File: src/rtl/rv32m_divider_if.sv
// Handshake bundle between the ID/EX operand path and the iterative divider.
interface rv32m_divider_if #(
  parameter int XLEN = 32
);
  logic            start;
  logic [1:0]      op;
  logic [XLEN-1:0] rs1;
  logic [XLEN-1:0] rs2;
  logic            flush;
  logic            busy;
  logic            valid_out;
  logic [XLEN-1:0] result;

  // Pipeline side: issues requests and kills, consumes the result.
  modport master (
    output start, op, rs1, rs2, flush,
    input  busy, valid_out, result
  );

  // Divider side.
  modport slave (
    input  start, op, rs1, rs2, flush,
    output busy, valid_out, result
  );
endinterface

File: src/rtl/rv32m_divider.sv
// Radix-2 restoring divider for DIV/DIVU/REM/REMU, one quotient bit per cycle.
// Divide-by-zero and signed overflow bypass the iteration loop.
//
// state | meaning
// IDLE  | waiting for start; result_q holds the last completed value
// CALC  | iterating, busy asserted, XLEN cycles
// DONE  | final value ready in fin_q; published with valid_out on exit
module rv32m_divider #(
  parameter int XLEN = 32
) (
  input  logic          clk,
  input  logic          rst,
  rv32m_divider_if.slave bus
);
  localparam int CW = $clog2(XLEN);
  localparam logic [1:0] S_IDLE = 2'd0;
  localparam logic [1:0] S_CALC = 2'd1;
  localparam logic [1:0] S_DONE = 2'd2;
  localparam logic [XLEN-1:0] MIN_NEG = {1'b1, {(XLEN-1){1'b0}}};

  logic [1:0]      state_q, state_d;
  logic [1:0]      op_q, op_d;
  logic            sgn_rem_q, sgn_rem_d;
  logic            sgn_quo_q, sgn_quo_d;
  logic [XLEN-1:0] div_q, div_d;
  logic [XLEN-1:0] rem_q, rem_d;
  logic [XLEN-1:0] quo_q, quo_d;
  logic [CW-1:0]   cnt_q, cnt_d;
  logic [XLEN-1:0] fin_q, fin_d;
  logic [XLEN-1:0] result_q, result_d;
  logic            valid_q, valid_d;

  logic            is_signed;
  logic [XLEN-1:0] a_abs, b_abs;
  logic [XLEN:0]   rem_sh, trial;
  logic [XLEN-1:0] rem_nx, quo_nx;

  // One restoring step: shift {rem, quo}, trial-subtract, keep if non-negative.
  always_comb begin
    is_signed = ~bus.op[0];
    a_abs     = (is_signed && bus.rs1[XLEN-1]) ? -bus.rs1 : bus.rs1;
    b_abs     = (is_signed && bus.rs2[XLEN-1]) ? -bus.rs2 : bus.rs2;
    rem_sh    = {rem_q, quo_q[XLEN-1]};
    trial     = rem_sh - {1'b0, div_q};
    if (!trial[XLEN]) begin
      rem_nx = trial[XLEN-1:0];
      quo_nx = {quo_q[XLEN-2:0], 1'b1};
    end else begin
      rem_nx = rem_sh[XLEN-1:0];
      quo_nx = {quo_q[XLEN-2:0], 1'b0};
    end
  end

  // Next-state logic for the FSM and datapath registers.
  always_comb begin
    state_d   = state_q;
    op_d      = op_q;
    sgn_rem_d = sgn_rem_q;
    sgn_quo_d = sgn_quo_q;
    div_d     = div_q;
    rem_d     = rem_q;
    quo_d     = quo_q;
    cnt_d     = cnt_q;
    fin_d     = fin_q;
    result_d  = result_q;
    valid_d   = 1'b0;
    case (state_q)
      S_IDLE: begin
        if (bus.start && !bus.flush) begin
          op_d      = bus.op;
          sgn_rem_d = is_signed & bus.rs1[XLEN-1];
          sgn_quo_d = is_signed & (bus.rs1[XLEN-1] ^ bus.rs2[XLEN-1]);
          div_d     = b_abs;
          quo_d     = a_abs;
          rem_d     = '0;
          cnt_d     = '0;
          if (bus.rs2 == '0) begin
            fin_d   = bus.op[1] ? bus.rs1 : '1;
            state_d = S_DONE;
          end else if (is_signed && bus.rs1 == MIN_NEG && bus.rs2 == '1) begin
            fin_d   = bus.op[1] ? '0 : MIN_NEG;
            state_d = S_DONE;
          end else begin
            state_d = S_CALC;
          end
        end
      end
      S_CALC: begin
        if (bus.flush) begin
          state_d = S_IDLE;
        end else begin
          rem_d = rem_nx;
          quo_d = quo_nx;
          cnt_d = cnt_q + CW'(1);
          if (cnt_q == CW'(XLEN-1)) begin
            // Sign fix-up: quotient negated on sign mismatch, remainder follows dividend.
            fin_d   = op_q[1] ? (sgn_rem_q ? -rem_nx : rem_nx)
                              : (sgn_quo_q ? -quo_nx : quo_nx);
            state_d = S_DONE;
          end
        end
      end
      S_DONE: begin
        // A flush here discards the value; result_q keeps the previous completion.
        state_d = S_IDLE;
        if (!bus.flush) begin
          result_d = fin_q;
          valid_d  = 1'b1;
        end
      end
      default: state_d = S_IDLE;
    endcase
  end

  // State and datapath registers with asynchronous active-low clear.
  always_ff @(posedge clk or negedge rst) begin
    if (!rst) begin
      state_q   <= S_IDLE;
      op_q      <= '0;
      sgn_rem_q <= 1'b0;
      sgn_quo_q <= 1'b0;
      div_q     <= '0;
      rem_q     <= '0;
      quo_q     <= '0;
      cnt_q     <= '0;
      fin_q     <= '0;
      result_q  <= '0;
      valid_q   <= 1'b0;
    end else begin
      state_q   <= state_d;
      op_q      <= op_d;
      sgn_rem_q <= sgn_rem_d;
      sgn_quo_q <= sgn_quo_d;
      div_q     <= div_d;
      rem_q     <= rem_d;
      quo_q     <= quo_d;
      cnt_q     <= cnt_d;
      fin_q     <= fin_d;
      result_q  <= result_d;
      valid_q   <= valid_d;
    end
  end

  assign bus.busy      = (state_q == S_CALC);
  assign bus.valid_out = valid_q;
  assign bus.result    = result_q;
endmodule

File: src/flat_wrapper.sv
// flat-port wrapper written by rule: the top's interface ports become plain ports
module rv32m_divider_flat 
#(
  parameter int XLEN = 32
)
  (clk, rst, bus_start, bus_op, bus_rs1, bus_rs2, bus_flush, bus_busy, bus_valid_out, bus_result);
  rv32m_divider_if #(.XLEN(XLEN)) bus_i ();
  input  logic clk;
  input  logic rst;
  input wire logic [$bits(bus_i.start)-1:0] bus_start;
  input wire logic [$bits(bus_i.op)-1:0] bus_op;
  input wire logic [$bits(bus_i.rs1)-1:0] bus_rs1;
  input wire logic [$bits(bus_i.rs2)-1:0] bus_rs2;
  input wire logic [$bits(bus_i.flush)-1:0] bus_flush;
  output wire logic [$bits(bus_i.busy)-1:0] bus_busy;
  output wire logic [$bits(bus_i.valid_out)-1:0] bus_valid_out;
  output wire logic [$bits(bus_i.result)-1:0] bus_result;
  assign bus_i.start = bus_start;
  assign bus_i.op = bus_op;
  assign bus_i.rs1 = bus_rs1;
  assign bus_i.rs2 = bus_rs2;
  assign bus_i.flush = bus_flush;
  assign bus_busy = bus_i.busy;
  assign bus_valid_out = bus_i.valid_out;
  assign bus_result = bus_i.result;
  rv32m_divider #(.XLEN(XLEN)) u_core (.clk(clk), .rst(rst), .bus(bus_i));
endmodule
File: config.mk
export PLATFORM = sky130hd
export DESIGN_NAME = rv32m_divider_flat
export DESIGN_NICKNAME = d
export VERILOG_FILES = /design/src/rtl/rv32m_divider_if.sv /design/src/rtl/rv32m_divider.sv /design/src/flat_wrapper.sv
export SDC_FILE = /design/constraint.sdc
export NUM_CORES = 1
export LEC_CHECK = 0
export ABC_AREA = 1
export BUFFER_PORTS_ARGS = -buffer_cell sky130_fd_sc_hd__buf_2
export CAP_MARGIN = 15
export CELL_PAD_IN_SITES_DETAIL_PLACEMENT = 1
export CELL_PAD_IN_SITES_GLOBAL_PLACEMENT = 1
export CORE_ASPECT_RATIO = 1.1
export CORE_MARGIN = 4
export CORE_UTILIZATION = 40
export DETAILED_ROUTE_END_ITERATION = 8
export GPL_ROUTABILITY_DRIVEN = 0
export GPL_TIMING_DRIVEN = 0
export PLACE_DENSITY_LB_ADDON = 0.1
export SYNTH_ARGS = -nofsm -noshare
export SYNTH_HDL_FRONTEND = slang
export SYNTH_SLANG_ARGS = --single-unit
export TNS_END_PERCENT = 10
File: constraint.sdc
create_clock -name clk -period 4.1 [get_ports clk]
set_clock_uncertainty 0.15 [all_clocks]
set_input_delay 0.205 -clock clk [delete_from_list [all_inputs] [get_ports clk]]
set_output_delay 0.205 -clock clk [all_outputs]
set_load 0.02 [all_outputs]
==> flow_summary.toml, run 1 <==
[status]
status = "finished with violations"
violations = "setup timing"

[setup_path]
cp.required_ns = 4.35
slowest_stage = "dfrtp_1"
path_class = "flop to flop"
crit_arrival_ns = 4.47
end_kind = "flop"
path_max_fanout = 3
critPathLaunchType = "flop"
cp_common_cell = "buf_4"
slowest_delay_ns = 0.38

[clocking]
htree_levels = 4
clock_latency_ns = 0.46
cts_buffers = 17
path_clk_slew_ns = 0.08
cts_sinks = 171
cts_max_path_buffers = 2
cts-root-buf = "clkbuf_16"
cts_tree = "built"

[final_layout]
drive_gt1_share_pct = 16.1
syn_to_final_growth_pct = 21.0
nets = 2377
num_antenna_cells = 0
fillers = 4464

[sta]
grt_setup_unrepaired = "true"
tightest_slew_ns = 1.12
report.final.setup_viol = 9
hold_violations = 0
fin_crit_sh_pct = 103
fin_hold_ws_ns = 0.00119
relSlewSlack_pct = 24.6
clock.fmax_mhz = 237
worst_slack_ns = -0.113
min_period_ns = 4.21
drv_slew = 0
finalSetupTns_ns = -0.408

[routing]
wl_met1_um = 25700
routed_wl_um = 57900
routedWlPerCell_um = 21.3
vias_per_cell = 5.69
vias = 15420
drt_first_pass_iters = 7
drt-initial-drc-count = 1223
wl_met3_um = 3540
highest_layer = "met5"
ant_nets = 0
dr_wl_met2_um = 26400
drc = 0

[synth]
ys_async_sr_fraction_pct = 100
synth.distinct_cells = 52
synth_top_family_by_area = "simple AND/OR/NAND/NOR gates"
ys_seq_area_share_pct = 31.6
synth.area.mux_share_pct = 0
synth_ff_type = "dfrtp_1"
synth_compound_area_share_pct = 16.8
synth_edf_count = 0
avgSynthCellArea_um2 = 6.53
synth_simple_gate_area_share_pct = 34.3
netlist_area_um2 = 13500
yosysMostFrequentCell = "nand2_1"
synth_common_cells = "nand2_1, inv_1, nor2_1, o21ai_0, dfrtp_1"
yosysTopAreaCell = "dfrtp_1"
syn_nets = 2182
ys_top_cells_by_area = "dfrtp_1, nand2_1, inv_1"
netlist.area_leader.share_pct = 31.6
synth_xor_area_share_pct = 3.76
ys_seq_elements = 171
netlist_instances = 2072
yosysWarnings = 0
synthAdderAreaFrac_pct = 3.76

[floorplan]
die_h_um = 201
rows = 70
core-area_um2 = 33300
die_area_um2 = 36800
initial_core_util_pct = 40.6
io_pins = 104
die_x_um = 183

[global_route]
grt_pass1_vias = 15746
antenna_found_initial = 2
grt_max_degree = 92
grt_use_total_pct = 31.3
grt_overflow = 0
grt_pass1_wl_um = 90500

[placement]
dp_hpwl_um = 44300
portBuffers = 103

[min_path]
hold_class = "input pin to flop"

[flow_run]
drv_cap = 0

[power_and_ir_drop]
leakage_nw = 8.05
ir_drop_mv = 0.457
power_density_nw_per_um2 = 1030
worst max-delay path: cells and delay by family (launching register included):
family,cells,cell delay [ns]
simple gates,20,1.81
buf+inv,12,1.14
fa+ha+maj,3,0.66
flops,1,0.38
state kept, by name, summed over array words and instances, names as in the netlist:
signal / flops
u_core.fin_q: 32
u_core.bus.result: 32
u_core.sgn_quo_q: 1
u_core.div_q: 32
u_core.quo_q: 32
u_core.bus.valid_out: 1
u_core.cnt_q: 5
u_core.op_q: 1
u_core.sgn_rem_q: 1
u_core.rem_q: 32
u_core.state_q: 2
where the power goes:
group	leakage (nW)	switching [mW]	internal, mW
combinational	5.56	8.17	3.77
clock	0.312	0.838	1.00
sequential	2.18	0.641	2.45
total	8.05	9.65	7.23
metal layers:
layer,GRT usage (%),vias up
met3,4.95,130
met2,49.0,521
met4,11.8,4
met1,43.6,7605
met5,0,-
li1,-,7160
final cells by class:
class	count	area (um2)	area share [%]
buffer	71	344	2.10
multi-input combinational	1568	8410	51.4
inverter	261	982	6.00
tap	432	541	3.30
clock buffer	18	439	2.68
sequential	171	4280	26.1
clock inverter	14	204	1.25
timing repair buffer	177	1170	7.17
worst paths after layout:
path                       slack (ns)                               from                                 to  cells after the start
setup reg to reg                -0.11       u_core.quo_q[31]$_DFFE_PN0P_       u_core.fin_q[10]$_DFFE_PN0P_                     35
min in group asynchronous        0.18                                rst       u_core.rem_q[26]$_DFFE_PN0P_                      2
setup / recovery                -0.11       u_core.quo_q[31]$_DFFE_PN0P_       u_core.fin_q[10]$_DFFE_PN0P_                     35
hold reg to reg                  0.32  u_core.bus.result[18]$_DFFE_PN0P_  u_core.bus.result[18]$_DFFE_PN0P_                      2
hold / removal                  0.001                        bus_rs2[21]       u_core.div_q[21]$_DFFE_PN0P_                      3
max in group asynchronous        2.72                                rst   u_core.bus.result[2]$_DFFE_PN0P_                      3
cell families after synthesis:
logic type      Yosys count
simple gates           1068
compound gates          402
buf+inv                 333
flops                   171
xor+xnor                 58
fa+ha+maj                40
cell usage in the layout (no fill, tap or decap), drive strengths merged, types with 4 or more instances in the layout:
| cell | synthesis | routed |
|---|---|---|
| ha | 39 | 39 |
| o21ai | 206 | 206 |
| inv | 258 | 263 |
| xnor2 | 15 | 15 |
| nor2 | 203 | 203 |
| buf | 18 | 168 |
| nand3 | 128 | 128 |
| nand4 | 31 | 31 |
| o211ai | 13 | 13 |
| o221ai | 14 | 14 |
| a21oi | 110 | 110 |
| a31oi | 10 | 10 |
| or2 | 4 | 4 |
| xor2 | 43 | 43 |
| o21bai | 7 | 7 |
| nand3b | 6 | 6 |
| nor4 | 10 | 10 |
| dfrtp | 171 | 171 |
| clkbuf | 54 | 72 |
| clkinv | 3 | 8 |
| nand2 | 637 | 637 |
| nor3 | 47 | 47 |
| o22ai | 28 | 28 |
| dlygate4sd3 | 0 | 26 |
through the flow:
stage	power [mW]	setup slack (ns)	std cells	utilization, %	instance area (um2)
after floorplan	10.2	0.0246	2072	-	13600
after global placement	13.3	-0.836	2607	43.9	14600
after detailed placement	13.7	-0.941	2609	44.1	14700
after CTS	16.2	-0.0276	2701	48.4	16100
after global routing	18.1	-0.337	2712	49.2	16400
final	16.9	-0.113	2712	49.2	16400
what timing repair did:
| action | in CTS | in global routing |
|---|---|---|
| resized for setup | 63 | 46 |
| setup endpoints to repair | 11 | 29 |
| hold buffers | 26 | 0 |
| hold endpoints to repair | 104 | 0 |
| setup buffers | 36 | 11 |
| pin swaps | 19 | 10 |
Power figures use the tool's default switching activity.
==> run 2, diff against run 1 <==
--- a/config.mk
+++ b/config.mk
@@ -12,7 +12,7 @@
 export CELL_PAD_IN_SITES_GLOBAL_PLACEMENT = 1
 export CORE_ASPECT_RATIO = 1.1
 export CORE_MARGIN = 4
-export CORE_UTILIZATION = 40
+export CORE_UTILIZATION = 44
 export DETAILED_ROUTE_END_ITERATION = 8
 export GPL_ROUTABILITY_DRIVEN = 0
 export GPL_TIMING_DRIVEN = 0
==> constraint.sdc (replaced) <==
create_clock -name clk -period 4.49 [get_ports clk]
set_clock_uncertainty 0.15 [all_clocks]
set_input_delay 0.2245 -clock clk [delete_from_list [all_inputs] [get_ports clk]]
set_output_delay 0.2245 -clock clk [all_outputs]
set_load 0.02 [all_outputs]
==> run 2 against run 1 <==
Effect of this change:
- cell area decreased by 4.8%
- the flow finishes with violations (hold timing)
- sequential share of layout area grew 1.3 points
- register-to-register slack better by 0.30 ns
- setup slack better by 0.30 ns
- flip-flop and latch count unchanged
==> flow_summary.toml, run 2 (same netlist as run 1, synthesis figures left out) <==
[clocking]
cts_tree = "built"
cts_sinks = 171
clock_latency_ns = 0.46
cts-root-buf = "clkbuf_16"
cts_buffers = 17
htree_levels = 4
path_clk_slew_ns = 0.08
cts_max_path_buffers = 2

[floorplan]
die_h_um = 192
io_pins = 104
rows = 67
core-area_um2 = 30400
die_area_um2 = 33600
die_x_um = 175
initial_core_util_pct = 44.5

[final_layout]
syn_to_final_growth_pct = 15.2
drive_gt1_share_pct = 12.4
num_antenna_cells = 0
fillers = 4125
mostFrequentLayoutCell = "nand2_1"
nets = 2331
final_cells = 2648
final_cell_mix = "nand2_1, inv_1, nor2_1, o21ai_0, dfrtp_1"

[power_and_ir_drop]
power_density_nw_per_um2 = 930
power_switching_mw = 8.42
combinationalPowerShare_pct = 69.8
clockPowerShare_pct = 11.0
seqPwrFrac_pct = 19.2
p_sw_share_pct = 58.1
p_total_mw = 14.5
ir_drop_mv = 0.392
leakage_nw = 7.79
intPower_mw = 6.08

[sta]
fin_hold_ws_ns = -0.00259
hold_violations = 1
drv_slew = 0
report.final.setup_viol = 0
grt_setup_unrepaired = "false"
fin_crit_sh_pct = 95.8
tightest_slew_ns = 0.904
min_period_ns = 4.30
clock.fmax_mhz = 233
relSlewSlack_pct = 39.5
finalSetupTns_ns = 0

[routing]
vias = 15059
drt_first_pass_iters = 5
routedWlPerCell_um = 20.7
ant_nets = 0
drt-initial-drc-count = 1250
drc = 0
routed_wl_um = 54900
vias_per_cell = 5.69

[global_route]
grt_use_total_pct = 32.6
grt_pass1_wl_um = 85900
grt_pass1_vias = 15376
antenna_found_initial = 1
grt_overflow = 0
grt_max_degree = 102

[setup_path]
r2r_cells = 29
path_class = "flop to flop"
slowest_delay_ns = 0.40
slowest_stage = "dfrtp_1"
cp_common_cell = "nand2_1"
critPathLaunchType = "flop"
path_max_fanout = 5
crit_arrival_ns = 4.49
cp.required_ns = 4.68
end_kind = "flop"

[status]
status = "finished with violations"
violations = "hold timing"

[min_path]
hold-path-cell-count = 3
hold_class = "input pin to flop"

[placement]
dp.cells = 2591
portBuffers = 103
dp_hpwl_um = 42800

[flow_run]
drv_cap = 0
run 2: changes by cell type in the layout (fill, tap and decap cells not counted), moves of 5 or more:
cell,before,now
nand2_1,593,602
o21ai_2,20,12
dlygate4sd3_1,26,14
nand3_1,112,119
inv_2,28,17
ha_4,16,1
o21ai_0,170,175
buf_4,47,13
inv_1,229,241
ha_1,21,32
run 2: power by group through the flow:
| stage | combinational (mW) | sequential [mW] | clock (mW) |
|---|---|---|---|
| after floorplan | 6.47 | 2.79 | 0 |
| after global placement | 9.29 | 2.73 | 0 |
| after detailed placement | 9.59 | 2.77 | 0 |
| after CTS | 9.85 | 2.76 | 1.59 |
| after global routing | 11.1 | 2.87 | 1.67 |
| final | 10.1 | 2.78 | 1.59 |
run 2: critical path, delay by kind of cell (launching register included):
kind            cells  cell delay, ns
buf+inv             5            0.60
flops               1            0.40
compound gates      4            0.82
fa+ha+maj           2            0.52
simple gates       18            1.68
run 2: path summary, 6_finish.rpt:
path / startpoint / end / slack, ns
min: bus_rs2[11] / u_core.div_q[11]$_DFFE_PN0P_ / -0.003
min in group asynchronous: rst / u_core.rem_q[30]$_DFFE_PN0P_ / 0.17
max in group asynchronous: rst / u_core.op_q[1]$_DFFE_PN0P_ / 3.10
max: u_core.div_q[19]$_DFFE_PN0P_ / u_core.fin_q[30]$_DFFE_PN0P_ / 0.19
min reg2reg: u_core.bus.result[18]$_DFFE_PN0P_ / u_core.bus.result[18]$_DFFE_PN0P_ / 0.32
max reg2reg: u_core.div_q[19]$_DFFE_PN0P_ / u_core.fin_q[30]$_DFFE_PN0P_ / 0.19
run 2: final cells by class:
cell class,count,area [um2],area share (%)
clock buffers,17,425,2.73
inverters,261,980,6.29
repair buffers,131,803,5.15
flip-flops and latches,171,4280,27.5
clock inverters,15,204,1.31
plain buffers,71,344,2.21
multi-input cells,1568,8030,51.5
well taps,414,518,3.32
run 2: through the flow:
stage | cell area [um2] | hold slack (ns) | util, % | worst slack [ns]
floorplan | 13500 | -0.221 | - | 0.225
global placement | 14600 | 0.299 | 47.8 | -0.844
detailed placement | 14600 | 0.0904 | 48.0 | -0.865
CTS | 15500 | 0.00415 | 51.0 | 0.00239
global route | 15600 | 0.0107 | 51.2 | 0.00180
finish | 15600 | -0.00259 | 51.2 | 0.189
run 2: per-layer routing:
| layer | vias to the layer above | routed length (um) | part of all wire (%) | GRT usage, % |
|---|---|---|---|---|
| met2 | 534 | 25200 | 46 | 53.2 |
| met3 | 105 | 4020 | 7.3 | 5.45 |
| met1 | 7361 | 24000 | 44 | 44.5 |
| met4 | 2 | 1690 | 3.1 | 10.1 |
| li1 | 7057 | - | - | - |
| met5 | - | 17 | 0.031 | 0 |
run 2: timing repair:
action,4_1_cts,5_1_grt
setup endpoints to repair,10,10
pin swaps,9,7
setup buffers,8,3
hold buffers,14,0
gates resized for setup,20,15
endpoints found under the hold margin,82,0
